===== config.mk =====
export PLATFORM = sky130hd
export DESIGN_NAME = usb_tx_sched
export DESIGN_NICKNAME = d
export VERILOG_FILES = /design/src/rtl/usb_tx_sched.sv
export SDC_FILE = /design/constraint.sdc
export NUM_CORES = 1
export LEC_CHECK = 0
export ABC_AREA = 1
export ABC_CLOCK_PERIOD_IN_PS = 2600
export CAP_MARGIN = 20
export CORE_MARGIN = 1.5
export CORE_UTILIZATION = 30
export DETAILED_ROUTE_END_ITERATION = 10
export PLACE_DENSITY = 0.48
export SLEW_MARGIN = 20
export SYNTH_ARGS = -nofsm -noshare
export SYNTH_HDL_FRONTEND = slang
export SYNTH_SLANG_ARGS = --single-unit

===== constraint.sdc =====
create_clock -name clk -period 2.6 [get_ports clk]
set_input_delay 0.65 -clock clk [delete_from_list [all_inputs] [get_ports clk]]
set_output_delay 0.65 -clock clk [all_outputs]
set_load 0.02 [all_outputs]

===== src/rtl/usb_tx_sched.sv =====
// rtl/usb_tx_sched.sv - UTMI transmit scheduler: handshake/data packet arbitration, CRC-16 append, inter-packet gap
// Handshake requests win arbitration in IDLE; data packets stream payload then complemented CRC-16/USB.
module usb_tx_sched #(
   parameter int IPG_CYCLES = 8
) (
   input  logic       clk,
   input  logic       rst,
   input  logic       hs_req,
   input  logic [3:0] hs_pid,
   output logic       hs_done,
   input  logic       dat_req,
   input  logic [3:0] dat_pid,
   input  logic       dat_zlp,
   input  logic [7:0] dat_data,
   input  logic       dat_valid,
   input  logic       dat_last,
   output logic       dat_ready,
   output logic       dat_done,
   output logic       dat_err,
   output logic       tx_valid,
   output logic [7:0] tx_data,
   input  logic       tx_ready,
   output logic       busy
);

   localparam int CW = (IPG_CYCLES > 1) ? $clog2(IPG_CYCLES) : 1;

   typedef enum logic [2:0] {S_IDLE, S_PID, S_DATA, S_CRC_LO, S_CRC_HI, S_GAP} state_t;

   state_t         state_q;
   logic [CW-1:0]  gap_cnt_q;
   logic [15:0]    crc_q;
   logic           is_hs_q;
   logic           zlp_q;
   logic           last_q;
   logic           tx_valid_q;
   logic [7:0]     tx_data_q;
   logic           hs_done_q;
   logic           dat_done_q;
   logic           dat_err_q;
   logic           busy_q;
   logic           accept;
   logic           need_byte;

   function automatic logic [15:0] crc16_upd(input logic [15:0] c, input logic [7:0] d);
      logic [15:0] r;
      r = c ^ {8'h00, d};
      for (int i = 0; i < 8; i++) begin
         r = r[0] ? ((r >> 1) ^ 16'hA001) : (r >> 1);
      end
      return r;
   endfunction

   assign accept    = tx_valid_q && tx_ready;
   // The next payload byte is wanted whenever the byte on the bus is taken and more payload is due.
   assign need_byte = accept && ((state_q == S_PID && !is_hs_q && !zlp_q) ||
                                 (state_q == S_DATA && !last_q));
   assign dat_ready = need_byte && dat_valid;

   assign hs_done  = hs_done_q;
   assign dat_done = dat_done_q;
   assign dat_err  = dat_err_q;
   assign tx_valid = tx_valid_q;
   assign tx_data  = tx_data_q;
   assign busy     = busy_q;

   always_ff @(posedge clk or posedge rst) begin
      if (rst) begin
         state_q    <= S_IDLE;
         gap_cnt_q  <= '0;
         crc_q      <= 16'hFFFF;
         is_hs_q    <= 1'b0;
         zlp_q      <= 1'b0;
         last_q     <= 1'b0;
         tx_valid_q <= 1'b0;
         tx_data_q  <= 8'h00;
         hs_done_q  <= 1'b0;
         dat_done_q <= 1'b0;
         dat_err_q  <= 1'b0;
         busy_q     <= 1'b0;
      end else begin
         hs_done_q  <= 1'b0;
         dat_done_q <= 1'b0;
         dat_err_q  <= 1'b0;
         if (need_byte) begin
            if (dat_valid) begin
               tx_data_q <= dat_data;
               last_q    <= dat_last;
               crc_q     <= crc16_upd(crc_q, dat_data);
               state_q   <= S_DATA;
            end else begin
               tx_valid_q <= 1'b0;
               tx_data_q  <= 8'h00;
               dat_err_q  <= 1'b1;
               gap_cnt_q  <= '0;
               state_q    <= S_GAP;
            end
         end else begin
            case (state_q)
               S_IDLE: begin
                  if (hs_req) begin
                     is_hs_q    <= 1'b1;
                     tx_data_q  <= {~hs_pid, hs_pid};
                     tx_valid_q <= 1'b1;
                     busy_q     <= 1'b1;
                     state_q    <= S_PID;
                  end else if (dat_req) begin
                     is_hs_q    <= 1'b0;
                     zlp_q      <= dat_zlp;
                     crc_q      <= 16'hFFFF;
                     tx_data_q  <= {~dat_pid, dat_pid};
                     tx_valid_q <= 1'b1;
                     busy_q     <= 1'b1;
                     state_q    <= S_PID;
                  end
               end
               S_PID: begin
                  if (accept) begin
                     if (is_hs_q) begin
                        hs_done_q  <= 1'b1;
                        tx_valid_q <= 1'b0;
                        tx_data_q  <= 8'h00;
                        gap_cnt_q  <= '0;
                        state_q    <= S_GAP;
                     end else begin
                        tx_data_q <= ~crc_q[7:0];
                        state_q   <= S_CRC_LO;
                     end
                  end
               end
               S_DATA: begin
                  if (accept) begin
                     tx_data_q <= ~crc_q[7:0];
                     state_q   <= S_CRC_LO;
                  end
               end
               S_CRC_LO: begin
                  if (accept) begin
                     tx_data_q <= ~crc_q[15:8];
                     state_q   <= S_CRC_HI;
                  end
               end
               S_CRC_HI: begin
                  if (accept) begin
                     dat_done_q <= 1'b1;
                     tx_valid_q <= 1'b0;
                     tx_data_q  <= 8'h00;
                     gap_cnt_q  <= '0;
                     state_q    <= S_GAP;
                  end
               end
               S_GAP: begin
                  if (gap_cnt_q == CW'(IPG_CYCLES - 1)) begin
                     busy_q  <= 1'b0;
                     state_q <= S_IDLE;
                  end else begin
                     gap_cnt_q <= gap_cnt_q + CW'(1);
                  end
               end
               default: state_q <= S_IDLE;
            endcase
         end
      end
   end

endmodule


---- Word level (Yosys, flattened, before mapping) ----
Index checks and enable logic that the tools add are counted.
word-level totals
  register bits after elaboration ......... 38
  output and inout port bits .............. 14
  input bits .............................. 24
operators by class
  bitwise gates (word level) .............. 15
  equal/unequal tests ..................... 19
  reduce and logical (&&, ||, !) cells .... 27
  mux-type cells .......................... 62
  $add $sub $neg .......................... 1
operators with widths
  kind                                            count
  2-to-1 mux 16 bit                               13
  2-to-1 mux 8 bit                                9
  2-to-1 mux 3 bit                                16
  case mux 8 bit (5 select lines)                 1
  != test 3 bit (second input constant)           8
  NOT 2 -> 3 bit                                  8
  AND reduction 6 bit                             4
  2-to-1 mux 1 bit                                19
  case mux 3 bit (6 select lines)                 1
  NOT 8 bit                                       2
  bitwise XOR 16 x 8 -> 16 bit                    1
  AND reduction 4 bit                             3
  == test 3 bit (second input constant)           3
  case mux 3 bit (3 select lines)                 1
  NOT 4 bit                                       2
  nonzero test 2 bit                              4
  nonzero test 4 bit                              2
  == test 3 x 2 -> 1 bit (second input constant)  2
  logical AND 1 bit                               6
  != test 2 bit (second input constant)           3
  nonzero test 6 bit                              1
  != test 4 bit (second input constant)           1
  adder 3 x 1 -> 3 bit (second input constant)    1
  == test 3 x 1 -> 1 bit (second input constant)  1
  other kinds (9)                                 12

---- Depth between registers and ports, before layout ----
  depth after elaboration ................. 19
  depth in mapped cells ................... 15
  depth with buffers taken out ............ 15

---- Worst setup path before layout ----
OpenSTA, ideal clock, no wires.
  path kind ............................... reg2out
  start ................................... reg state_q[2]
  end ..................................... out dat_ready
  buffers on the path ..................... 1
  arrival ................................. 1436 ps
  slack ................................... 514 ps
  required time ........................... 1950 ps
  stages on the path, launching flop included .. 9
  path through ............................ dfrtp_1 > nor3_4 > nand2_1 > o22ai_1 > nand2_1 > inv_2 > nand2_4 > clkinv_2 > buf_2
on the way
  word-level cells in the longest chain between the ends .. 6
RTL lines
  item                            line  RTL
  from (decl)                     30    state_t state_q;
  from (signal assigned)          69    state_q <= S_IDLE;
  from (signal assigned)          90    state_q <= S_DATA;
  from (signal assigned)          96    state_q <= S_GAP;
  == test 3 x 1 -> 1 bit          56    assign need_byte = accept && ((state_q == S_PID && !is_hs_q && !zlp_q) ||
  logical AND 1 bit (2 in a row)  56
  logical OR 1 bit (*)            56
  logical AND 1 bit (*)           56
  logical AND 1 bit (*)           58    assign dat_ready = need_byte && dat_valid;
  to (decl)                       17    output logic dat_ready,
Every way passes the cells marked *; elsewhere a longest branch is shown, timed or not.

---- Final worst setup path ----
  start ................................... in tx_ready
  end ..................................... out dat_ready
on the way
  word-level cells in the longest chain between the ends .. 3
RTL lines
  item               line  RTL
  from (decl)        22    input logic tx_ready,
  logical AND 1 bit  54    assign accept = tx_valid_q && tx_ready;
  logical AND 1 bit  56
  logical AND 1 bit  58
No other way between the ends.

==> metrics.cfg <==
[run_status]
status = complete, no violations

[timing]
timing_worst_slew_pin_value_ns = 0.512
hold_viol_final = 0
rsz0062_at_grt = no
clock_skew_ns = 0.00426
final.period_utilization = 0.959
slew_headroom = 0.659
final-setup-viol-count = 0
layout_setup_ws_ns = 0.106
timing.hold.ws_ns = 0.494
maxClockFrequency_ghz = 0.401
maxSlewViolCount = 0
min_period_ns = 2.49

[cts]
clock_insertion_delay_worst_skew_ns = 0.29
root_buffer_selected_by_cts = clkbuf_8
postCtsHoldBufs = 0
clock_input_transition_at_the_sequential_cells_of_the_worst_setup_and_hold_paths_ns = 0.07
tritoncts = built
clock_tree.buffer_depth = 2
cts.repair.resized = 1
cts_sinks = 38
cts.htree.levels = 2
cts_made_buffers = 5
post_cts_buffers = 0

[setup_path]
delay_contributed_by_the_slowest_stage_of_the_critical_path_ns = 0.45
critical_path.top_delay_family = buffers and inverters
worst_setup_path_end_kind = output port
critical_path.most_common_cell = nand2_1
worstRegToRegCells = 8
worst-path-buf-inv = 5
worst-setup-path-type = input port to output port
critical_path_arrival_ns = 1.84
worst_ep_required_time_ns = 1.95
critical_path.slowest_cell = clkdlybuf4s50_1
worst_setup_path_start_kind = input port
path_cells = clkdlybuf4s50_1 -> nand2_1 -> inv_1 -> nand2_1 -> inv_2 -> nand2_4 -> clkinv_2 -> dlygate4sd2_1
worstSetupPathDepth = 8
timing.critical_path.fanout_max = 2
regToRegSetupSlack_ns = 0.73

[grt]
grt_max_degree = 39
first_global_vias = 2045
grt_antenna_before_repair = 0
grt_first_pass_wirelength_um = 10400
grt_overflow_total = 0
track_usage = 0.161

[detailed_routing]
drt_wl_total_um = 6230
average_detailed_routed_wire_length_per_instance_um = 13.3
post_drt_via_cell_ratio = 4.66
via_count = 2175
ant_nets = 0
drt-initial-drc-count = 85
drt_pre_antenna_iters = 6
drc = 0

[placed_design]
dpl_cell_area_mm2 = 0.00283
detailedPlace.worstSlack_ns = -0.171
detailedPlacementHpwl_um = 4710
io_buffers = 37
globalplace.congestion = 0.804

[synthesis]
synth_area_mm2 = 0.00232
yosys-top-cells-area = dfrtp_1, nand2_1, dfstp_2
synth.lib_cells_used.distinct = 29
synth.largest_area_cell = dfrtp_1
synth.net_count = 345
syn-mean-instance-area_um2 = 7.26
synthCells = 319
yosysWarnings = 0
synth_top_area_share = 0.238
seq_area_frac_synth = 0.419
synth.ff_latch_count = 38

[final_layout]
layout-drive-gt1-share = 0.133
nNetsFinal = 393
synthToLayoutAreaGrowth_pct = 26.9
post-route-util = 0.399
layout.cell_area.non_filler_mm2 = 0.00294
num_antenna_cells = 0

[power_and_ir_drop]
p_per_area_mw_per_mm2 = 1120
peakVddDrop_mv = 0.302
leakage_nw = 1.52

[floorplanning]
die_h_um = 90.9
die_area_mm2 = 0.00826
top_level_i_o_count = 38
core_region_area_mm2 = 0.00737
initial_core_util = 0.314
rows = 31
die_width_um = 90.9

[hold_path]
timing.hold.worst_path_depth = 2
min_path_type = register to register

[flow_run]
max-cap-violations = 0

worst register-to-register path, stage by stage, from the launching register on:
cell      delay, ns
dfrtp_1        0.49
inv_2          0.09
nand3_2        0.17
nand2_2        0.12
nor3_4         0.31
o21ai_0        0.26
o221ai_1       0.13
nand2_1        0.08
a31oi_1        0.14
final timing paths:
kind	start	to
max	tx_ready	dat_ready
min	last_q$_DFFE_PP0P_	last_q$_DFFE_PP0P_
max reg2reg	state_q[2]$_DFFE_PP0P_	tx_data[4]$_DFFE_PP0P_
min reg2reg	last_q$_DFFE_PP0P_	last_q$_DFFE_PP0P_
max in group asynchronous	rst	crc_q[6]$_DFFE_PP1P_
min in group asynchronous	rst	tx_data[2]$_DFFE_PP0P_
state kept, by name, indices dropped and copies added (netlist names):
name and cells:
crc_q 16, tx_data 8, gap_cnt_q 3, state_q 3, busy 1, dat_done 1, dat_err 1, hs_done 1
is_hs_q 1, last_q 1, tx_valid 1, zlp_q 1
cell usage after synthesis, drive strengths merged:
cell type / n
a21oi: 6
a22oi: 8
a31oi: 9
a32oi: 4
buf: 5
clkinv: 1
dfrtp: 22
dfstp: 16
ha: 2
inv: 48
mux2: 1
nand2: 116
nand3: 19
nor2: 30
nor3: 5
o21ai: 16
o221ai: 4
o22ai: 3
o31ai: 1
xor2: 3
final cells by class:
cell class / instances / area, um2
clock inverter: 1 / 30.0
inverter: 49 / 185
fill: 804 / 4430
clock buffer: 7 / 76.3
tap: 99 / 124
sequential: 38 / 971
multi-input combinational: 227 / 1120
timing repair buffer: 46 / 437
cell usage in the layout, fill, tap and decap left out, drive strengths merged, types with 8 or more instances in the layout:
| master | instances |
|---|---|
| o21ai | 16 |
| dfstp | 16 |
| clkdlybuf4s50 | 36 |
| nand3 | 19 |
| dfrtp | 22 |
| a31oi | 9 |
| inv | 48 |
| a22oi | 8 |
| nand2 | 116 |
| buf | 9 |
| nor2 | 30 |
kinds of logic (layout without fill, tap and decap cells):
| logic type | after synthesis | after routing | synth area share |
|---|---|---|---|
| buffers and inverters | 54 | 103 | 0.0989 |
| multiplexers | 1 | 1 | 0.00486 |
| flip-flops | 38 | 38 | 0.419 |
| XOR/XNOR | 3 | 3 | 0.0113 |
| AO/OA/AOI/OAI | 51 | 51 | 0.141 |
| AND/OR/NAND/NOR | 170 | 170 | 0.314 |
| adder cells (fa/ha/maj) | 2 | 2 | 0.0108 |
power by group:
part,switching (mW),internal (mW),leakage [nW]
sequential,0.155,0.884,0.438
combinational,1.06,0.677,1.03
clock,0.212,0.287,0.0524
stage by stage:
step           cells  TNS, ns  total power [mW]
2_1_floorplan    319        0              2.23
3_3_place_gp     459   -0.185              2.79
3_5_place_dp     459   -0.171              2.79
4_1_cts          467        0              3.31
5_1_grt          467        0              3.60
6_report         467        0              3.28
layer usage:
metal  vias up  global-route usage  share of wire
li1       1125                   -              -
met1      1000               0.245           0.53
met2        44               0.226           0.41
met3         6              0.0303          0.045
met4         0              0.0534          0.013
met5         -                   0              0
No activity file was read; power rests on OpenSTA's default activity.
